--- config.mk ---
export PLATFORM = sky130hd
export DESIGN_NAME = imem_loader_ctrl
export DESIGN_NICKNAME = d
export VERILOG_FILES = /design/src/rtl/imem_loader_ctrl.sv
export SDC_FILE = /design/constraint.sdc
export NUM_CORES = 1
export LEC_CHECK = 0
export CORE_MARGIN = 3
export CORE_UTILIZATION = 29
export DETAILED_ROUTE_END_ITERATION = 10
export PLACE_DENSITY = 0.46
export SLEW_MARGIN = 10
export SYNTH_ARGS = -nofsm -noshare
export SYNTH_HDL_FRONTEND = slang
export SYNTH_SLANG_ARGS = --single-unit
export TNS_END_PERCENT = 10
--- constraint.sdc ---
create_clock -name clk -period 9.55 [get_ports clk]
set_clock_uncertainty 0.2 [all_clocks]
set_input_delay 1.4325 -clock clk [delete_from_list [all_inputs] [get_ports clk]]
set_output_delay 1.4325 -clock clk [all_outputs]
set_load 0.01 [all_outputs]
--- src/rtl/imem_loader_ctrl.sv ---
// imem_loader_ctrl
//   Boot loader that turns a framed UART byte stream into byte writes on the
//   instruction-memory loader port.
//   Frame: SYNC, ADDR[4 LE], LEN[4 LE], LEN payload bytes, CSUM (sum mod 256).
//
// Ports
//   clk, rst_n              clock, asynchronous active-low reset
//   rx_data/rx_valid        received byte stream (source side)
//   rx_ready                always 1 once out of reset (no backpressure)
//   mem_loader_write_*      one-cycle byte write strobe with address and data
//   cpu_stall               holds the CPU while a load is in flight or failed
//   boot_pc                 start address of the last good frame
//   load_done               one-cycle pulse on a good frame
//   load_error              sticky, cleared when the next frame's sync arrives
//
// Handshake: a byte transfers on a rising clk edge where rx_valid && rx_ready;
// rx_data is only looked at on such an edge, and rx_ready never drops after
// reset, so the source may present a new byte every cycle.
module imem_loader_ctrl #(
  parameter int unsigned MEMORY_SIZE    = 8196,
  parameter int unsigned TIMEOUT_CYCLES = 1000000,
  parameter logic [7:0]  SYNC_BYTE      = 8'hA5
) (
  input  logic        clk,
  input  logic        rst_n,
  input  logic [7:0]  rx_data,
  input  logic        rx_valid,
  output logic        rx_ready,
  output logic [31:0] mem_loader_write_addr,
  output logic [7:0]  mem_loader_write_data,
  output logic        mem_loader_write_en,
  output logic        cpu_stall,
  output logic [31:0] boot_pc,
  output logic        load_done,
  output logic        load_error
);

  localparam int TW = $clog2(TIMEOUT_CYCLES + 1);
  localparam logic [TW-1:0] TO_LAST   = TW'(TIMEOUT_CYCLES - 1);
  localparam logic [32:0]   MEM_LIMIT = 33'(MEMORY_SIZE);

  typedef enum logic [2:0] {
    S_IDLE  = 3'd0,
    S_ADDR  = 3'd1,
    S_LEN   = 3'd2,
    S_DATA  = 3'd3,
    S_CSUM  = 3'd4,
    S_DRAIN = 3'd5
  } state_t;

  state_t        state;
  logic [31:0]   addr_reg;
  logic [31:0]   len_reg;
  logic [31:0]   idx;
  logic [1:0]    byte_cnt;
  logic [7:0]    csum;
  logic [TW-1:0] idle_cnt;

  logic          xfer;
  logic [31:0]   len_full;
  logic [32:0]   end_addr;

  assign xfer = rx_valid & rx_ready;

  // Fields arrive little-endian, so each byte is shifted in from the top.
  // On the 4th LEN byte the complete length is this shifted value, which
  // lets the range check happen on the same edge the byte is accepted.
  always_comb begin
    len_full = {rx_data, len_reg[31:8]};
    end_addr = {1'b0, addr_reg} + {1'b0, len_full};
  end

  always_ff @(posedge clk or negedge rst_n) begin
    if (!rst_n) begin
      state                 <= S_IDLE;
      addr_reg              <= '0;
      len_reg               <= '0;
      idx                   <= '0;
      byte_cnt              <= '0;
      csum                  <= '0;
      idle_cnt              <= '0;
      rx_ready              <= 1'b0;
      mem_loader_write_addr <= '0;
      mem_loader_write_data <= '0;
      mem_loader_write_en   <= 1'b0;
      cpu_stall             <= 1'b0;
      boot_pc               <= '0;
      load_done             <= 1'b0;
      load_error            <= 1'b0;
    end else begin
      rx_ready            <= 1'b1;
      mem_loader_write_en <= 1'b0;
      load_done           <= 1'b0;

      // Inter-byte watchdog. It only fires on a cycle with no transfer, so it
      // never competes with the byte handling in the case below.
      if (state != S_IDLE) begin
        if (xfer) begin
          idle_cnt <= '0;
        end else if (idle_cnt == TO_LAST) begin
          idle_cnt   <= '0;
          load_error <= 1'b1;
          state      <= S_IDLE;
        end else begin
          idle_cnt <= idle_cnt + TW'(1);
        end
      end

      if (xfer) begin
        case (state)
          S_IDLE: begin
            if (rx_data == SYNC_BYTE) begin
              state      <= S_ADDR;
              cpu_stall  <= 1'b1;
              load_error <= 1'b0;
              byte_cnt   <= '0;
              idx        <= '0;
              csum       <= '0;
              idle_cnt   <= '0;
            end
          end
          S_ADDR: begin
            addr_reg <= {rx_data, addr_reg[31:8]};
            byte_cnt <= byte_cnt + 2'd1;
            if (byte_cnt == 2'd3) state <= S_LEN;
          end
          S_LEN: begin
            len_reg  <= len_full;
            byte_cnt <= byte_cnt + 2'd1;
            if (byte_cnt == 2'd3) begin
              if (end_addr > MEM_LIMIT) state <= S_DRAIN;
              else if (len_full == 32'd0) state <= S_CSUM;
              else state <= S_DATA;
            end
          end
          S_DATA: begin
            mem_loader_write_en   <= 1'b1;
            mem_loader_write_addr <= addr_reg + idx;
            mem_loader_write_data <= rx_data;
            csum                  <= csum + rx_data;
            idx                   <= idx + 32'd1;
            if (idx == len_reg - 32'd1) state <= S_CSUM;
          end
          S_CSUM: begin
            if (rx_data == csum) begin
              load_done <= 1'b1;
              boot_pc   <= addr_reg;
              cpu_stall <= 1'b0;
            end else begin
              load_error <= 1'b1;
            end
            state <= S_IDLE;
          end
          S_DRAIN: begin
            // idx runs 0..len_reg: LEN payload bytes plus the checksum byte,
            // without needing a 33-bit LEN+1 count.
            idx <= idx + 32'd1;
            if (idx == len_reg) begin
              load_error <= 1'b1;
              state      <= S_IDLE;
            end
          end
          default: state <= S_IDLE;
        endcase
      end
    end
  end

endmodule

==> results.rst <==
.. list-table::
   :header-rows: 1

   * - Metric
     - Value
   * - Residual DRC count
     - 0
   * - Result of the run
     - finished, final reports clean
   * - Data required, critical path
     - between 9000 and 10000 ps
   * - Crit path launch type
     - input port
   * - Place WS
     - approximately 4000 ps
   * - Power density cells
     - 147.3 nW/µm²
   * - Net switching power
     - between 0.6 and 0.7 mW
   * - Switching part of the total
     - 0.2888
   * - Headroom to the max-slew limit
     - 0.2933
   * - Met2 Usage GRT
     - 0.2708
   * - Total Neg Setup Slack
     - 0 ps
   * - Busiest layer in global routing
     - met2
   * - N_diodes
     - 0
   * - Detailed-router iteration count before antenna repair
     - 6
   * - Global routing met1 resource utilization
     - 0.2647
   * - Final critical-path share of the clock period
     - 0.5120
   * - Insertion delay of the later-clocked pin in the worst-skew pair
     - 560 ps
   * - Post_cts resized
     - 0
   * - Setup crit end kind
     - flop
   * - Most common flop cell mapped by yosys
     - sky130_fd_sc_hd__dfrtp_1
   * - Worst-margin pin slew
     - between 1000 and 1500 ps
   * - Met3 track demand over resource
     - 0.01906
   * - Deepest level of the CTS H-tree
     - 1
   * - Mean Syn Cell Area
     - approximately 9 µm²
   * - Final core utilization
     - 0.3462
   * - Share of post-route cells with drive strength above 1
     - 0.08974
   * - Area delta synth->final
     - 17.03%
   * - HP Class
     - flop to flop
   * - Final Wtd Congestion
     - between 0.8 and 0.9
   * - Part of the power in the clock network
     - 0.446
   * - Top cell by count, worst path
     - sky130_fd_sc_hd__nand2_1
   * - Cells traversed along the worst timing path
     - clkdlybuf4s50_1 > ha_1 > nor4_1 > nand3_1 > or4b_2 > inv_1 > nand2_1 > nand2_1
   * - Synth unique cells
     - 83
   * - Std-Cell Rows
     - 79
   * - CTS tree
     - done
   * - Portion of total power attributed to combinational logic
     - 0.147
   * - Final Net Count
     - 1696
   * - Count of routing violations after the opening detailed-route iteration
     - between 700 and 800
   * - Full die area
     - around 50000 µm²
   * - Commonest cells post-synth
     - sky130_fd_sc_hd__nand2_1 (268), sky130_fd_sc_hd__dfrtp_1 (206), sky130_fd_sc_hd__o21ai_0 (107)
   * - Gr ovfl total
     - 0
   * - CTS clk-pin slew, worst paths
     - ~50 ps
   * - Yosys top cell by area
     - sky130_fd_sc_hd__dfrtp_1
   * - Routed vias/inst
     - approximately 5.3
   * - Proportion of synthesized chip area in sequential cells
     - 0.3719
   * - Number of nets produced by synthesis
     - 1639
   * - Post-synthesis cell area
     - approximately 14000 µm²
   * - Antenna violations before repair
     - 0
   * - Clock sink total
     - about 200
   * - Synth Register Bits
     - 206
   * - Fraction of synthesized cell area taken by the top area cell type
     - 0.3719
   * - Count of buffers inserted at the top-level ports
     - 87
   * - Worst Path Max Fanout
     - 34
   * - Sequential share of power
     - 0.407
   * - Count of yosys warnings during synthesis
     - 0
   * - Reg-to-reg setup timing slack
     - roughly 5200 ps
   * - Via total after detailed routing
     - ~12000
   * - Class of the most critical setup path
     - input port to flop
   * - Buffers inserted by post-CTS timing repair
     - 0
   * - # setup viols final
     - 0
   * - Largest voltage drop on the vdd net
     - 0.1462 mV
   * - Largest stage delay, worst path
     - 1030 ps
   * - Most common cell in the netlist
     - sky130_fd_sc_hd__nand2_1
   * - Final wirelength
     - around 44 mm
   * - DRT antenna net count
     - 0
   * - Shortest period the worst path allows
     - between 4000 and 5000 ps
   * - Count of flip-flops with a built-in enable after synthesis
     - 0
   * - Max Cap Viol
     - 0
   * - Wirelength per Cell
     - 19.88 µm
   * - Unrepaired setup endpoints after global routing
     - false
   * - Slowest CP cell
     - sky130_fd_sc_hd__or4b_2
   * - Top area cells in the synthesized netlist
     - sky130_fd_sc_hd__dfrtp_1 (37%), sky130_fd_sc_hd__nand2_1 (7.3%), sky130_fd_sc_hd__ha_1 (6.7%)
   * - Width of the die
     - roughly 220 µm
   * - Maximum frequency from static timing analysis
     - around 200 MHz
   * - Post-CTS Hold Buffers
     - 0
   * - Min setup slack post-route
     - ~4700 ps
   * - Internal power component
     - roughly 1.7 mW
   * - Core area
     - roughly 47000 µm²
   * - Root buffer cell
     - sky130_fd_sc_hd__clkbuf_16
   * - Global-route wire length before repair
     - about 70 mm
   * - Count of mapped cells out of synthesis
     - 1551
   * - Tot GR Track Use
     - 0.1748
   * - Die Span Y
     - about 220 µm
   * - Pin count of the biggest net entering global routing
     - 91
   * - Initial standard-cell utilization of the core
     - 0.2958
   * - Post-synth ARST share
     - 1.000
   * - Final count of pins violating max slew
     - 0
   * - TritonCTS buffer count
     - 27
   * - Number of ports placed on the die boundary
     - just under 90
   * - Via count of the first global-routing pass
     - 11395
   * - Dpl hpwl
     - ~33 mm
   * - Total count of hold-check failures in the final report
     - 0
   * - Data arrival time of the critical path
     - 5180 ps
   * - Max clock buf depth
     - 3
   * - Cell leakage power
     - between 7 and 8 nW
final timing paths:
kind,from,depth (start not counted),to
max,rx_data[2],8,boot_pc[18]
min in group asynchronous,rst_n,1,idle_cnt[16]
min reg2reg,mem_loader_write_addr[7],2,mem_loader_write_addr[7]
max reg2reg,addr_reg[11],10,state[2]
min,mem_loader_write_addr[7],2,mem_loader_write_addr[7]
max in group asynchronous,rst_n,2,boot_pc[9]
stage by stage:
step / instance area, µm² / hold slack, ps / cells / power, mW
floorplan: 13860 / 250.0 / 1551 / 1.197
global placement: 15300 / 253.3 / 2186 / 1.339
detailed placement: 15300 / 264.6 / 2186 / 1.338
CTS: 16220 / 279.6 / 2234 / 2.424
global route: 16220 / 302.0 / 2234 / 2.507
finish: 16220 / 274.3 / 2234 / 2.389
power by group through the flow:
stage	combinational (mW)	clock (mW)	sequential [mW]
final	0.352	1.07	0.972
after floorplan	0.256	0	0.940
after global placement	0.350	0	0.989
after global routing	0.396	1.14	0.975
after detailed placement	0.350	0	0.988
after CTS	0.352	1.10	0.972
layout make-up:
| type | count | area, µm² |
|---|---|---|
| multi-input combinational | 1253 | 8359 |
| fill | 4860 | 30630 |
| timing repair buffer | 94 | 928.4 |
| clock inverter | 13 | 176.4 |
| inverter | 26 | 97.59 |
| sequential | 206 | 5155 |
| tap | 607 | 759.5 |
| clock buffer | 35 | 745.7 |
logic make-up (layout without fill, tap and decap cells):
logic type      after synthesis  after routing  share of synthesized area
compound gates              370            370                     0.1742
xor+xnor                    124            124                    0.07835
fa+ha+maj                    77             77                    0.07113
buf+inv                      92            168                    0.02654
flops                       206            206                     0.3719
mux                          82             82                    0.06508
other cells                   1              1                  0.0002705
simple gates                599            599                     0.2125
critical path, delay by kind of cell:
| family | cells | cell delay (ps) |
|---|---|---|
| buffers and inverters | 2 | 1530 |
| adder cells (fa/ha/maj) | 1 | 440 |
| AND/OR/NAND/NOR | 5 | 1750 |
layout by cell type (no fill, tap or decap), drive strengths merged, types with 19 or more instances in the layout:
| cell | instances |
|---|---|
| nand2 | 269 |
| dfrtp | 206 |
| o21ai | 110 |
| nor2 | 95 |
| clkdlybuf4s50 | 86 |
| a21oi | 82 |
| ha | 74 |
| xnor2 | 67 |
| mux2 | 65 |
| xor2 | 57 |
| nand3 | 39 |
| clkbuf | 35 |
| nor3 | 29 |
| inv | 29 |
| a21o | 28 |
| nand4 | 25 |
| and3 | 19 |
| nor4 | 19 |
layer usage:
metal | routed length [µm] | vias up
met5 | 0 | -
met3 | 1907 | 41
met4 | 570 | 0
met2 | 19500 | 245
met1 | 22440 | 5696
li1 | - | 5752
Note: power is estimated with default switching activity, not from simulation.
